--- src/rtl/rmlen_pkg.sv ---
// Shared types and constants for the reception data length sequencer.
package rmlen_pkg;

    localparam int unsigned DLC_BITS       = 4;
    localparam int unsigned MAX_DATA_BYTES = 8;
    localparam int unsigned SETRM_W        = 3;

    typedef enum logic [2:0] {
        IDLE    = 3'd0,
        CLEAR   = 3'd1,
        COLLECT = 3'd2,
        LOAD    = 3'd3,
        GAP     = 3'd4,
        DONE    = 3'd5
    } state_e;

    typedef logic [SETRM_W-1:0] setrm_t;

    localparam setrm_t SETRM_NONE = 3'd0;
    localparam setrm_t SETRM_B0   = 3'd1;
    localparam setrm_t SETRM_B1   = 3'd2;
    localparam setrm_t SETRM_B2   = 3'd3;
    localparam setrm_t SETRM_B3   = 3'd4;

    // Register bit-select code for the lowest set bit of a pending mask.
    function automatic setrm_t lowest_code(input logic [DLC_BITS-1:0] mask);
        setrm_t code;
        code = SETRM_NONE;
        if (mask[3]) code = SETRM_B3;
        if (mask[2]) code = SETRM_B2;
        if (mask[1]) code = SETRM_B1;
        if (mask[0]) code = SETRM_B0;
        return code;
    endfunction

    function automatic logic [DLC_BITS-1:0] drop_lowest(input logic [DLC_BITS-1:0] mask);
        return mask & (mask - DLC_BITS'(1));
    endfunction

endpackage

--- src/rtl/rmlen_calc.sv ---
// Payload length from {rtr, dlc}. RMLEN_RAW_DLC_EN removes the clamp of DLC 9..15 to 8.
module rmlen_calc
    import rmlen_pkg::*;
(
    input  logic                rtr_i,
    input  logic [DLC_BITS-1:0] dlc_i,
    output logic [DLC_BITS-1:0] len_c
);

    always_comb begin
        len_c = dlc_i;
`ifdef RMLEN_RAW_DLC_EN
        len_c = dlc_i;
`else
        if (dlc_i > DLC_BITS'(MAX_DATA_BYTES)) begin
            len_c = DLC_BITS'(MAX_DATA_BYTES);
        end
`endif
        if (rtr_i) begin
            len_c = '0;
        end
    end

endmodule

--- src/rtl/rmlen_seq.sv ---
// Collects DLC/RTR, then programs the length register one bit per activation pulse.
// Optional macro RMLEN_RAW_DLC_EN (via rmlen_calc) disables clamping of DLC 9..15.
module rmlen_seq
    import rmlen_pkg::*;
#(
    parameter int unsigned SET_GAP       = 1,
    parameter bit          DLC_MSB_FIRST = 1'b1
) (
    input  logic                clock,
    input  logic                reset,
    input  logic                sof,
    input  logic                abort,
    input  logic                rtr_bit,
    input  logic                rtr_valid,
    input  logic                dlc_bit,
    input  logic                dlc_valid,
    output logic                actvrmlen,
    output logic                resrmlen,
    output logic [SETRM_W-1:0]  setrmlen,
    output logic [DLC_BITS-1:0] dlc,
    output logic                busy,
    output logic                done
);

    localparam int unsigned CNT_W = $clog2(DLC_BITS);
    localparam int unsigned GAP_W = 2;
    localparam logic [GAP_W-1:0] GAP_INIT = GAP_W'(SET_GAP - 1);

    state_e              state_q, state_d;
    logic [DLC_BITS-1:0] dlc_q, dlc_d, dlc_base, dlc_new;
    logic [DLC_BITS-1:0] pend_q, pend_d, len_c;
    logic [CNT_W-1:0]    cnt_q, cnt_d, cnt_base;
    logic [GAP_W-1:0]    gap_q, gap_d;
    logic                rtr_q, rtr_d, rtr_base, rtr_new, last_bit;
    logic                actv_q, actv_d, res_q, res_d, busy_q, busy_d, done_q, done_d;
    setrm_t              set_q, set_d;

    // Capture path: CLEAR sees zeroed fields so a same-cycle valid still lands.
    always_comb begin
        dlc_base = (state_q == CLEAR) ? '0 : dlc_q;
        rtr_base = (state_q == CLEAR) ? 1'b0 : rtr_q;
        cnt_base = (state_q == CLEAR) ? '0 : cnt_q;
        dlc_new  = dlc_base;
        if (dlc_valid) begin
            if (DLC_MSB_FIRST) dlc_new = {dlc_base[DLC_BITS-2:0], dlc_bit};
            else               dlc_new = {dlc_bit, dlc_base[DLC_BITS-1:1]};
        end
        rtr_new  = rtr_valid ? rtr_bit : rtr_base;
        last_bit = dlc_valid && (cnt_base == CNT_W'(DLC_BITS - 1));
    end

    rmlen_calc u_calc (
        .rtr_i (rtr_new),
        .dlc_i (dlc_new),
        .len_c (len_c)
    );

    always_comb begin
        state_d = state_q;
        dlc_d   = dlc_q;
        rtr_d   = rtr_q;
        cnt_d   = cnt_q;
        pend_d  = pend_q;
        gap_d   = gap_q;
        set_d   = SETRM_NONE;
        actv_d  = 1'b0;
        res_d   = 1'b1;
        busy_d  = 1'b0;
        done_d  = 1'b0;

        case (state_q)
            CLEAR, COLLECT: begin
                dlc_d   = dlc_new;
                rtr_d   = rtr_new;
                cnt_d   = cnt_base + CNT_W'(dlc_valid);
                pend_d  = '0;
                state_d = COLLECT;
                if (last_bit) begin
                    if (len_c != '0) begin
                        state_d = LOAD;
                        set_d   = lowest_code(len_c);
                        pend_d  = drop_lowest(len_c);
                    end else begin
                        state_d = DONE;
                    end
                end
            end
            LOAD: begin
                state_d = GAP;
                gap_d   = GAP_INIT;
            end
            GAP: begin
                if (gap_q == '0) begin
                    if (pend_q != '0) begin
                        state_d = LOAD;
                        set_d   = lowest_code(pend_q);
                        pend_d  = drop_lowest(pend_q);
                    end else begin
                        state_d = DONE;
                    end
                end else begin
                    gap_d = gap_q - GAP_W'(1);
                end
            end
            DONE:    state_d = IDLE;
            default: state_d = IDLE;
        endcase

        // sof restarts from anywhere and wins over abort.
        if (sof) begin
            state_d = CLEAR;
            pend_d  = '0;
        end else if (abort) begin
            state_d = IDLE;
        end

        // Outputs are registered copies of the next state's decode.
        actv_d = (state_d == LOAD);
        if (!actv_d) set_d = SETRM_NONE;
        res_d  = (state_d != CLEAR);
        busy_d = (state_d != IDLE);
        done_d = (state_d == DONE);
    end

    always_ff @(posedge clock or negedge reset) begin
        if (!reset) begin
            state_q <= IDLE;
            dlc_q   <= '0;
            rtr_q   <= 1'b0;
            cnt_q   <= '0;
            pend_q  <= '0;
            gap_q   <= '0;
            set_q   <= SETRM_NONE;
            actv_q  <= 1'b0;
            res_q   <= 1'b1;
            busy_q  <= 1'b0;
            done_q  <= 1'b0;
        end else begin
            state_q <= state_d;
            dlc_q   <= dlc_d;
            rtr_q   <= rtr_d;
            cnt_q   <= cnt_d;
            pend_q  <= pend_d;
            gap_q   <= gap_d;
            set_q   <= set_d;
            actv_q  <= actv_d;
            res_q   <= res_d;
            busy_q  <= busy_d;
            done_q  <= done_d;
        end
    end

    assign actvrmlen = actv_q;
    assign resrmlen  = res_q;
    assign setrmlen  = set_q;
    assign dlc       = dlc_q;
    assign busy      = busy_q;
    assign done      = done_q;

endmodule

--- config.mk ---
export PLATFORM = sky130hd
export DESIGN_NAME = rmlen_seq
export DESIGN_NICKNAME = d
export VERILOG_FILES = /design/src/rtl/rmlen_pkg.sv /design/src/rtl/rmlen_calc.sv /design/src/rtl/rmlen_seq.sv
export SDC_FILE = /design/constraint.sdc
export NUM_CORES = 1
export LEC_CHECK = 0
export CAP_MARGIN = 20
export CORE_MARGIN = 2
export CORE_UTILIZATION = 28
export DETAILED_ROUTE_END_ITERATION = 16
export GPL_ROUTABILITY_DRIVEN = 0
export PLACE_DENSITY_LB_ADDON = 0.12
export SLEW_MARGIN = 20
export SYNTH_ARGS = -nofsm -noshare
export SYNTH_HDL_FRONTEND = slang
export SYNTH_SLANG_ARGS = --single-unit
--- constraint.sdc ---
create_clock -name clock -period 2.4 [get_ports clock]
set_clock_uncertainty 0.05 [all_clocks]
set_input_delay 0.48 -clock clock [delete_from_list [all_inputs] [get_ports clock]]
set_output_delay 0.48 -clock clock [all_outputs]
set_load 0.02 [all_outputs]
==> reports/metrics.csv <==
stage,metric,value,unit
run_status,outcome,finished clean,
clock_network,CTS resizes,0,
min_path,WHS Path Cells,1,
worst_setup_path,Setup crit start,dlc_valid,
floorplan,Row Count,24,
power_and_ir_drop,Sw Ratio,0.260,
sta,final-report hold violation count,0,
sta,"Slew Viols, Final",0,
drt,residual DRC count,0,
clock_network,cts bufs inserted,3,
clock_network,"Clk Latency, worst-skew pair",0.27,ns
worst_setup_path,CP Capture Type,flip-flop,
global_routing,pin count of the biggest net entering global routing,23,
power_and_ir_drop,Max VDD drop,264,uV
power_and_ir_drop,Sequential Power Share,0.430,
floorplan,die area,0.00522,mm2
logic_synthesis,Synth async-reset ratio,1.00,
finish,"commonest non-fill, non-tap cell in the layout",dfrtp_1,
global_routing,first-pass GRT wire length,5.66,mm
sta,Max Clk Rate,0.452,GHz
clock_network,Root Driver,clkbuf_8,
drt,routed wire length,3.22,mm
finish,Layout area overhead,31.3,%
worst_setup_path,"reg-to-reg slack, setup",0.32,ns
logic_synthesis,largest area contributor in the netlist,dfrtp_1,
logic_synthesis,Yosys cell types,56,
worst_setup_path,Crit Path Category,in -> reg,
sta,post-route clock period utilization,0.922,
placed_design,"worst slack, placed",-0.0784,ns
clock_network,CTS tree,yes,
logic_synthesis,Post-Synthesis Cell Area,0.00130,mm2
sta,Max-Slew Margin vs Limit,0.677,
placed_design,placed cell areas,0.00164,mm2
worst_setup_path,R2R Path Start,state_q[0]$_DFF_PN0_,
drt,Pre-Repair DR Iteration Count,4,
finish,"commonest non-fill, non-tap cells in the layout","21 x dfrtp_1, 18 x clkdlybuf4s50_1, 18 x buf_4",
sta,post-route setup slack,0.186,ns
floorplan,die height,72.2,um
power_and_ir_drop,Lkg Pwr,0.689,nW
power_and_ir_drop,Clock Power Share,0.362,
sta,final hold slack,0.460,ns
min_path,Hold Path Class,reg -> reg,
logic_synthesis,largest cells by area after synthesis,"dfrtp_1 40%, mux2_2 3.5%, nor2_1 3.5%",
drt,Via-to-Cell Ratio,5.06,
finish,diode count,0,
floorplan,Initial Util,0.295,
global_routing,Congestion Overflow GR,0,
drt,remaining antenna violation count,0,
global_routing,initial antenna violation count,0,
worst_setup_path,Crit path required time,2.53,ns
clock_network,"Reg clk slew, reported paths",0.09,ns
clock_network,TritonCTS Sinks,22,
power_and_ir_drop,Internal Pwr Total,0.723,mW
logic_synthesis,Main synth FF type,dfrtp_1,
worst_setup_path,startpoint types,input port,
logic_synthesis,"EDFF count, synth",0,
power_and_ir_drop,Logic pwr share,0.208,
logic_synthesis,Yosys warnings,0,
sta,Final Critical Period,2.21,ns
clock_network,H-tree levels,1,
flow_run,Max-Cap Viols,0,
worst_setup_path,crit-path max FO,6,
clock_network,hold_buf cts,0,
sta,final setup fails,0,
finish,NumNets Final,171,
drt,1st-iter DRT viols,31,
drt,mean routed wirelength per cell,15.2,um
placed_design,hpwl dp,2.41,mm
sta,Worst-Margin Slew,0.485,ns
min_path,Min-Delay Startpoint,gap_q[0]$_DFFE_PN0P_,
logic_synthesis,Synth top area share,0.403,
logic_synthesis,Yosys reg bits,22,
placed_design,cell count after placement,208,
drt,via count,1073,
power_and_ir_drop,pwr dens,571,mW/mm2
finish,Post-Layout Cell Count,212,
sta,unrepaired setup endpoints after global routing,no,
placed_design,PortBufs,18,
power_and_ir_drop,Psw,0.254,mW
worst_setup_path,R2R depth,4,
worst_setup_path,Worst R2R End,pend_q[1]$_DFFE_PN0P_,
min_path,Hold EP,gap_q[0]$_DFFE_PN0P_,
logic_synthesis,syn avg cell area,10.3,um2
floorplan,Ports,19,
clock_network,Max Root-Sink Buffers,2,
worst_setup_path,critical path arrival,2.34,ns
finish,final instance area,0.00171,mm2
logic_synthesis,Syn Nets,136,
global_routing,Total GRT Usage,0.139,
finish,fraction of layout cells with a size suffix above 1,0.225,
floorplan,core area,0.00441,mm2
global_routing,vias in the first global route,1113,
clock_network,post-CTS setup buffers,0,
logic_synthesis,Syn Inst Count,126,
floorplan,chip width,72.2,um
logic_synthesis,post-synthesis sequential area ratio,0.423,
sta,setup TNS,0,ns
==> through the flow <==
step / util / power, mW
3_5_place_dp: 0.372 / 0.631
2_1_floorplan: - / 0.532
3_3_place_gp: 0.372 / 0.630
4_1_cts: 0.388 / 0.993
5_1_grt: 0.388 / 1.03
6_report: 0.388 / 0.977
==> Yosys cell counts (all sizes together) (3+ instances only) <==
cell type and n:
nor3b 3, nor2 12, nand2b 3, dfrtp 21
inv 5, a221oi 5, mux2i 3, mux2 4
nand2 8, o21ai 5, a21oi 6, buf 5
==> flip-flops by register name (all words and copies together) (netlist names), 2 cells and up <==
signal    flops
dlc           4
state_q       3
gap_q         2
setrmlen      3
cnt_q         2
pend_q        3
==> final cells by class <==
class | instances | area, um2
clock buffer | 3 | 41.3
sequential | 22 | 552
clock inverter | 1 | 30.0
timing repair buffer | 36 | 315
tap | 52 | 65.1
fill | 449 | 2700
multi-input combinational | 93 | 689
inverter | 5 | 18.8
==> layer usage <==
layer | wire length [um] | part of all wire | vias up | track usage
met3 | 102 | 0.032 | 6 | 0.0194
met1 | 1590 | 0.49 | 500 | 0.199
met2 | 1460 | 0.45 | 22 | 0.214
li1 | - | - | 545 | -
met5 | 0 | 0 | - | 0
met4 | 61 | 0.019 | 0 | 0.0461
==> power by group through the flow <==
stage	Clock, mW	Sequential [mW]	Combinational (mW)
after floorplan	0	0.432	0.0997
after global placement	0	0.426	0.204
after detailed placement	0	0.427	0.204
after CTS	0.367	0.420	0.206
after global routing	0.378	0.425	0.227
final	0.354	0.420	0.203
==> worst max-delay path: stages <==
cell and delay [ns]:
clkdlybuf4s50_1 0.53, and2_4 0.20, or4b_1 0.50, a2111o_1 0.43
a221oi_2 0.21
==> cell families (layout without fill, tap and decap cells) <==
kind of cell	Yosys count	count (layout)	synth area share
and+or+nand+nor	46	46	0.224
adders and majority gates	2	2	0.0192
buffers and inverters	11	45	0.0480
DFF	22	22	0.423
xor gates and xnor gates	2	2	0.0134
muxes	7	7	0.0576
AOI/OAI and AO/OA	36	36	0.215
==> worst max path at each step <==
stage                                 end  cells past startpoint
global route        setrmlen[1]$_DFF_PN0_                      7
CTS                 setrmlen[0]$_DFF_PN0_                      5
finish              setrmlen[0]$_DFF_PN0_                      5
floorplan           setrmlen[0]$_DFF_PN0_                      5
global placement    setrmlen[1]$_DFF_PN0_                      7
detailed placement  setrmlen[0]$_DFF_PN0_                      5
Power figures use the tool's default switching activity.
